File: config.mk
export PLATFORM = sky130hd
export DESIGN_NAME = rs_bank
export DESIGN_NICKNAME = d
export VERILOG_FILES = /design/src/rtl/rs_bank.sv
export SDC_FILE = /design/constraint.sdc
export NUM_CORES = 1
export LEC_CHECK = 0
export ABC_AREA = 1
export CORE_MARGIN = 5
export CORE_UTILIZATION = 40
export DETAILED_ROUTE_END_ITERATION = 8
export PLACE_DENSITY = 0.59
export SLEW_MARGIN = 20
export SYNTH_ARGS = -nofsm -noshare
export SYNTH_HDL_FRONTEND = slang
export SYNTH_SLANG_ARGS = --single-unit
File: constraint.sdc
create_clock -name clk -period 3.7 [get_ports clk]
set_input_delay 0.555 -clock clk [delete_from_list [all_inputs] [get_ports clk]]
set_output_delay 0.555 -clock clk [all_outputs]
set_load 0.1 [all_outputs]
File: src/rtl/rs_bank.sv
// rs_bank: reservation-station bank with CDB wakeup and single-issue dispatch.
// Optional feature macro RS_AGE_ORDER_EN: when defined, dispatch the oldest
// ready entry using per-entry ages; otherwise dispatch the lowest-index ready entry.
module rs_bank #(
    parameter int ENTRIES = 4,
    parameter int XLEN    = 32,
    parameter int TAG_W   = 4,
    parameter int OP_W    = 4,
    parameter int CDB_N   = 2
) (
    input  logic                          clk,
    input  logic                          rst_n,
    input  logic                          flush,
    input  logic                          issue_valid,
    output logic                          issue_ready,
    input  logic [OP_W-1:0]               issue_op,
    input  logic [XLEN-1:0]               issue_vj,
    input  logic [XLEN-1:0]               issue_vk,
    input  logic [TAG_W-1:0]              issue_qj,
    input  logic [TAG_W-1:0]              issue_qk,
    input  logic [TAG_W-1:0]              issue_dst,
    input  logic [CDB_N-1:0]              cdb_valid,
    input  logic [CDB_N*TAG_W-1:0]        cdb_tag,
    input  logic [CDB_N*XLEN-1:0]         cdb_data,
    output logic                          disp_valid,
    input  logic                          disp_ready,
    output logic [OP_W-1:0]               disp_op,
    output logic [XLEN-1:0]               disp_vj,
    output logic [XLEN-1:0]               disp_vk,
    output logic [TAG_W-1:0]              disp_dst,
    output logic [$clog2(ENTRIES+1)-1:0]  count
);
    localparam int AW = $clog2(ENTRIES);
    localparam int CW = $clog2(ENTRIES + 1);

    logic [ENTRIES-1:0] r_valid;
    logic [OP_W-1:0]    r_op  [ENTRIES];
    logic [XLEN-1:0]    r_vj  [ENTRIES];
    logic [XLEN-1:0]    r_vk  [ENTRIES];
    logic [TAG_W-1:0]   r_qj  [ENTRIES];
    logic [TAG_W-1:0]   r_qk  [ENTRIES];
    logic [TAG_W-1:0]   r_dst [ENTRIES];
    logic [CW-1:0]      r_count;
`ifdef RS_AGE_ORDER_EN
    logic [AW-1:0]      r_age [ENTRIES];
    logic [AW-1:0]      w_sel_age;
`endif

    logic [ENTRIES-1:0] w_rdy;
    logic [ENTRIES-1:0] w_jhit;
    logic [ENTRIES-1:0] w_khit;
    logic [XLEN-1:0]    w_jdata [ENTRIES];
    logic [XLEN-1:0]    w_kdata [ENTRIES];
    logic               w_ij_hit;
    logic               w_ik_hit;
    logic [XLEN-1:0]    w_ij_data;
    logic [XLEN-1:0]    w_ik_data;
    logic               w_found;
    logic [AW-1:0]      w_sel;
    logic [AW-1:0]      w_free;
    logic               w_disp_valid;
    logic               w_disp_fire;
    logic               w_issue_fire;

    // Search the CDB lanes for a tag; lowest matching lane wins, tag 0 never matches.
    function automatic logic cdb_match(input logic [TAG_W-1:0] tag, output logic [XLEN-1:0] data);
        cdb_match = 1'b0;
        data = '0;
        for (int l = CDB_N - 1; l >= 0; l--) begin
            if (tag != '0 && cdb_valid[l] && cdb_tag[l*TAG_W +: TAG_W] == tag) begin
                cdb_match = 1'b1;
                data = cdb_data[l*XLEN +: XLEN];
            end
        end
    endfunction

    // Per-entry wakeup, readiness from registered state, lowest free slot, issue-time bypass.
    always_comb begin
        w_free = '0;
        for (int i = ENTRIES - 1; i >= 0; i--) begin
            w_rdy[i]  = r_valid[i] && r_qj[i] == '0 && r_qk[i] == '0;
            w_jhit[i] = r_valid[i] & cdb_match(r_qj[i], w_jdata[i]);
            w_khit[i] = r_valid[i] & cdb_match(r_qk[i], w_kdata[i]);
            if (!r_valid[i])
                w_free = AW'(i);
        end
        w_ij_hit = cdb_match(issue_qj, w_ij_data);
        w_ik_hit = cdb_match(issue_qk, w_ik_data);
    end

`ifdef RS_AGE_ORDER_EN
    // Pick the ready entry with the largest age (oldest issued).
    always_comb begin
        w_found   = 1'b0;
        w_sel     = '0;
        w_sel_age = '0;
        for (int i = 0; i < ENTRIES; i++) begin
            if (w_rdy[i] && (!w_found || r_age[i] > w_sel_age)) begin
                w_found   = 1'b1;
                w_sel     = AW'(i);
                w_sel_age = r_age[i];
            end
        end
    end
`else
    // Pick the lowest-index ready entry.
    always_comb begin
        w_found = |w_rdy;
        w_sel   = '0;
        for (int i = ENTRIES - 1; i >= 0; i--) begin
            if (w_rdy[i])
                w_sel = AW'(i);
        end
    end
`endif

    assign issue_ready  = r_count < CW'(ENTRIES);
    assign w_disp_valid = w_found && !flush;
    assign w_disp_fire  = w_disp_valid && disp_ready;
    assign w_issue_fire = issue_valid && issue_ready && !flush;

    assign disp_valid = w_disp_valid;
    assign disp_op    = w_disp_valid ? r_op[w_sel]  : '0;
    assign disp_vj    = w_disp_valid ? r_vj[w_sel]  : '0;
    assign disp_vk    = w_disp_valid ? r_vk[w_sel]  : '0;
    assign disp_dst   = w_disp_valid ? r_dst[w_sel] : '0;
    assign count      = r_count;

    // Entry storage: wakeup capture, dispatch free, issue write, occupancy count.
    always_ff @(posedge clk or negedge rst_n) begin
        if (!rst_n) begin
            r_valid <= '0;
            r_count <= '0;
            for (int i = 0; i < ENTRIES; i++) begin
                r_op[i]  <= '0;
                r_vj[i]  <= '0;
                r_vk[i]  <= '0;
                r_qj[i]  <= '0;
                r_qk[i]  <= '0;
                r_dst[i] <= '0;
            end
        end else if (flush) begin
            r_valid <= '0;
            r_count <= '0;
        end else begin
            for (int i = 0; i < ENTRIES; i++) begin
                if (w_jhit[i]) begin
                    r_vj[i] <= w_jdata[i];
                    r_qj[i] <= '0;
                end
                if (w_khit[i]) begin
                    r_vk[i] <= w_kdata[i];
                    r_qk[i] <= '0;
                end
                if (w_disp_fire && w_sel == AW'(i))
                    r_valid[i] <= 1'b0;
            end
            if (w_issue_fire) begin
                r_valid[w_free] <= 1'b1;
                r_op[w_free]    <= issue_op;
                r_dst[w_free]   <= issue_dst;
                r_vj[w_free]    <= w_ij_hit ? w_ij_data : issue_vj;
                r_vk[w_free]    <= w_ik_hit ? w_ik_data : issue_vk;
                r_qj[w_free]    <= w_ij_hit ? '0 : issue_qj;
                r_qk[w_free]    <= w_ik_hit ? '0 : issue_qk;
            end
            r_count <= r_count + CW'(w_issue_fire) - CW'(w_disp_fire);
        end
    end

`ifdef RS_AGE_ORDER_EN
    // Ages stay compact: older entries close the gap left by a dispatch, all age on issue.
    always_ff @(posedge clk or negedge rst_n) begin
        if (!rst_n) begin
            for (int i = 0; i < ENTRIES; i++)
                r_age[i] <= '0;
        end else if (!flush) begin
            for (int i = 0; i < ENTRIES; i++) begin
                if (r_valid[i])
                    r_age[i] <= r_age[i] - AW'(w_disp_fire && r_age[i] > w_sel_age) + AW'(w_issue_fire);
            end
            if (w_issue_fire)
                r_age[w_free] <= '0;
        end
    end
`endif

endmodule

==> summary.md <==
| Metric | Value |
|---|---|
| Via/cell ratio | 5.86 |
| Mapped cell area | 29,200 µm² |
| Cell Area, Placed | 32,900 µm² |
| Top_reg_cell synth | dfrtp_1 |
| Clk sinks | 327 |
| WP data arrival | 3.03 ns |
| Vias in the first global route | 32,600 |
| Synth area leaders | dfrtp_1 (28%), nand2_1 (23%), nand3_1 (16%), a21oi_1 (5.6%), inv_1 (5.5%) |
| DIE HEIGHT | 280 µm |
| IO Count | 236 |
| Seq/Total Area, Yosys | 28.0% |
| Power per standard cell area | 381 nW/µm² |
| Tot Pwr | 13.2 mW |
| All-layer global routing usage | 33.7% |
| Post-layout minimum cycle time | 3.59 ns |
| Comb power frac | 30.3% |
| Syn Nets | 5,112 |
| H-tree depth | 2 |
| Final antenna-violating net count | 0 |
| Post-detail-place hpwl | 86,600 µm |
| Clock share of power | 33.9% |
| Final WL | 138,000 µm |
| Worst-path cell chain | inv_1 > nand2_1 > nor2_1 > nand3_4 > nand2_4 > o21ai_1 > nand2_4 > buf_12 > nand2_1 > nand3_1 > a21oi_1 > buf_12 |
| Internal Pwr Total | 8.10 mW |
| Routability cong. | 0.963 |
| Final Hold Viols | 0 |
| Top-area cell type share of the netlist area | 28.0% |
| Starting density of the core | 40.2% |
| Per-cell routed wire length | 23.1 µm |
| Worst rel slew slack | 20.3% |
| Clock Path Buffers | 3 |
| Clock skew | 0.0271 ns |
| Hold-fix buffers, CTS | 0 |
| DRC viols | 0 |
| Psw | 5.10 mW |
| Slowest cell on crit path | dfrtp_1 |
| Core box area | 72,700 µm² |
| Worst Setup Start Kind | flip-flop |
| Die X | 280 µm |
| CTS root buf | clkbuf_16 |
| Area leader, netlist | dfrtp_1 |
| First-pass GRT wire length | 205,000 µm |
| Max Cap Viol | 0 |
| Distinct cell type count after synthesis | 43 |
| Hold Crit Class | in2async |
| Switching Fraction | 38.7% |
| Synth async-reset ratio | 100% |
| Initial antenna violation count | 0 |
| # rows | 99 |
| Cts bufs inserted | 44 |
| Gr ovfl total | 0 |
| Sequential power share | 35.8% |
| Slew Viols, Final | 0 |
| Register bit total from synthesis | 327 |
| Avg Inst Size Synth | 5.90 µm² |
| Crit path kind | reg2out |
| Largest fanout on the critical path | 20 |
| Final setup violation count | 0 |
| Layout net count | 5,153 |
| CTS tree | done |
| Worst VDD drop | 0.310 mV |
| Util after Layout | 47.6% |
| Die area | 78,500 µm² |
| Worst Tran Pin Value | 1.20 ns |
| DRT iter0 DRCs | 4,362 |
| Commonest non-fill, non-tap cell in the layout | nand2_1 |
| Commonest non-fill, non-tap cells in the layout | nand2_1 (1,771), nand3_1 (908), inv_1 (430) |
| Fraction of layout cells with a size suffix above 1 | 9.43% |
| Clk_lat worst skew | 0.61 ns |
| Crit share post-route | 96.9% |
| Synthesis-to-finish area growth | 18.6% |
| Static leakage | 17.0 nW |
| Port Buffer Count | 235 |
| Clk pin slew, worst setup/hold paths | 0.06 ns |
| CP required | 3.14 ns |
| Number of enable flip-flop cells after synthesis | 0 |
| DR pass1 iterations | 8 |
| Hold WS | 0.00946 ns |
| # diodes | 0 |
| Pin count of the biggest net entering global routing | 187 |
| Max stage delay on crit path | 0.43 ns |
| Nature of the critical path endpoint | primary output |
| Final instance area | 34,600 µm² |
| Post-Synthesis Cells | 4,950 |
| Yosys warns | 0 |
| Status | completed |
| Maximum clock rate | 279 MHz |
| DR vias | 35,000 |
[critical path, delay by kind of cell, from the launching register on]
| family | cells | cell delay [ns] |
|---|---|---|
| simple gates | 7 | 1.20 |
| buf+inv | 3 | 0.53 |
| compound gates | 2 | 0.27 |
| flops | 1 | 0.43 |
[layout make-up]
class	instances	area (µm²)
clock buffers	63	1310
clock inverters	16	138
fillers	7616	38100
inverters	469	1800
multi-input cells	3799	17600
flip-flops and latches	327	8190
well taps	959	1200
repair buffers	350	4400
[synthesized netlist by cell type (3+ instances only)]
cell and n:
a21oi_1 328, a31oi_1 6, buf_1 26, buf_2 140
buf_4 18, buf_6 30, buf_8 3, clkbuf_1 134
clkinv_1 3, dfrtp_1 327, inv_1 430, inv_2 28
inv_4 5, nand2_1 1775, nand2_2 25, nand2_4 7
nand3_1 915, nand3_2 76, nand4_1 127, nor2_1 226
nor2_2 9, nor2_4 5, o211ai_1 32, o21ai_0 229
o21ai_1 19, xor2_1 3
[what timing repair did]
| item | 4_1_cts | 5_1_grt |
|---|---|---|
| setup buffers | 4 | 1 |
| setup endpoints to repair | 63 | 71 |
| pin swaps | 3 | 1 |
| gates cloned | 1 | 1 |
| gates resized for setup | 23 | 22 |
[per-layer routing]
metal  routed length [µm]  GRT usage (%)  vias to the layer above
met5                    0              0                        -
met4                 8750           18.5                        0
met3                15400           7.16                      452
met2                60000           51.5                     2213
met1                53800           44.5                    16200
li1                     -              -                    16200
[power by group through the flow]
stage | combinational, mW | sequential [mW] | clock [mW]
6_report | 4.00 | 4.73 | 4.47
4_1_cts | 3.91 | 4.70 | 4.50
5_1_grt | 4.42 | 4.79 | 4.64
2_1_floorplan | 2.60 | 4.64 | 0
3_3_place_gp | 3.85 | 4.75 | 0
3_5_place_dp | 3.88 | 4.75 | 0
[sequential cells by signal (all words and copies together), names as in the netlist]
register and cells:
r_valid 4, r_vk 128, r_qj 16, r_qk 16
r_dst 16, count 3, r_op 16, r_vj 128
[kinds of logic (layout without fill, tap and decap cells)]
kind of cell	after synthesis	in the layout	share of synthesized area [%]
flip-flops	327	327	28.0
adder cells (fa/ha/maj)	3	3	0.154
buffers and inverters	825	898	12.6
AND/OR/NAND/NOR	3170	3170	48.1
XOR/XNOR	5	5	0.150
AO/OA/AOI/OAI	620	621	11.0
[path summary, 6_finish.rpt]
kind,start,end,slack [ns],depth (start not counted)
setup / recovery,r_qj[4],disp_vj[28],0.11,12
hold / removal,rst_n,r_vj[22],0.009,1
setup reg to reg,r_qk[4],count[2],0.64,15
hold reg to reg,r_vk[92],r_vk[92],0.48,2
max in group asynchronous,rst_n,r_qk[8],2.68,2
min in group clk,flush,r_vj[108],0.30,3
[stage by stage]
| step | std cells | setup WS (ns) | setup TNS [ns] |
|---|---|---|---|
| finish | 5983 | 0.113 | 0 |
| global route | 5983 | -0.0104 | -0.0104 |
| CTS | 5981 | 0.00120 | 0 |
| detailed placement | 5897 | 0.369 | 0 |
| global placement | 5897 | 0.387 | 0 |
| floorplan | 4950 | 0.217 | 0 |
Power figures use the tool's default switching activity.
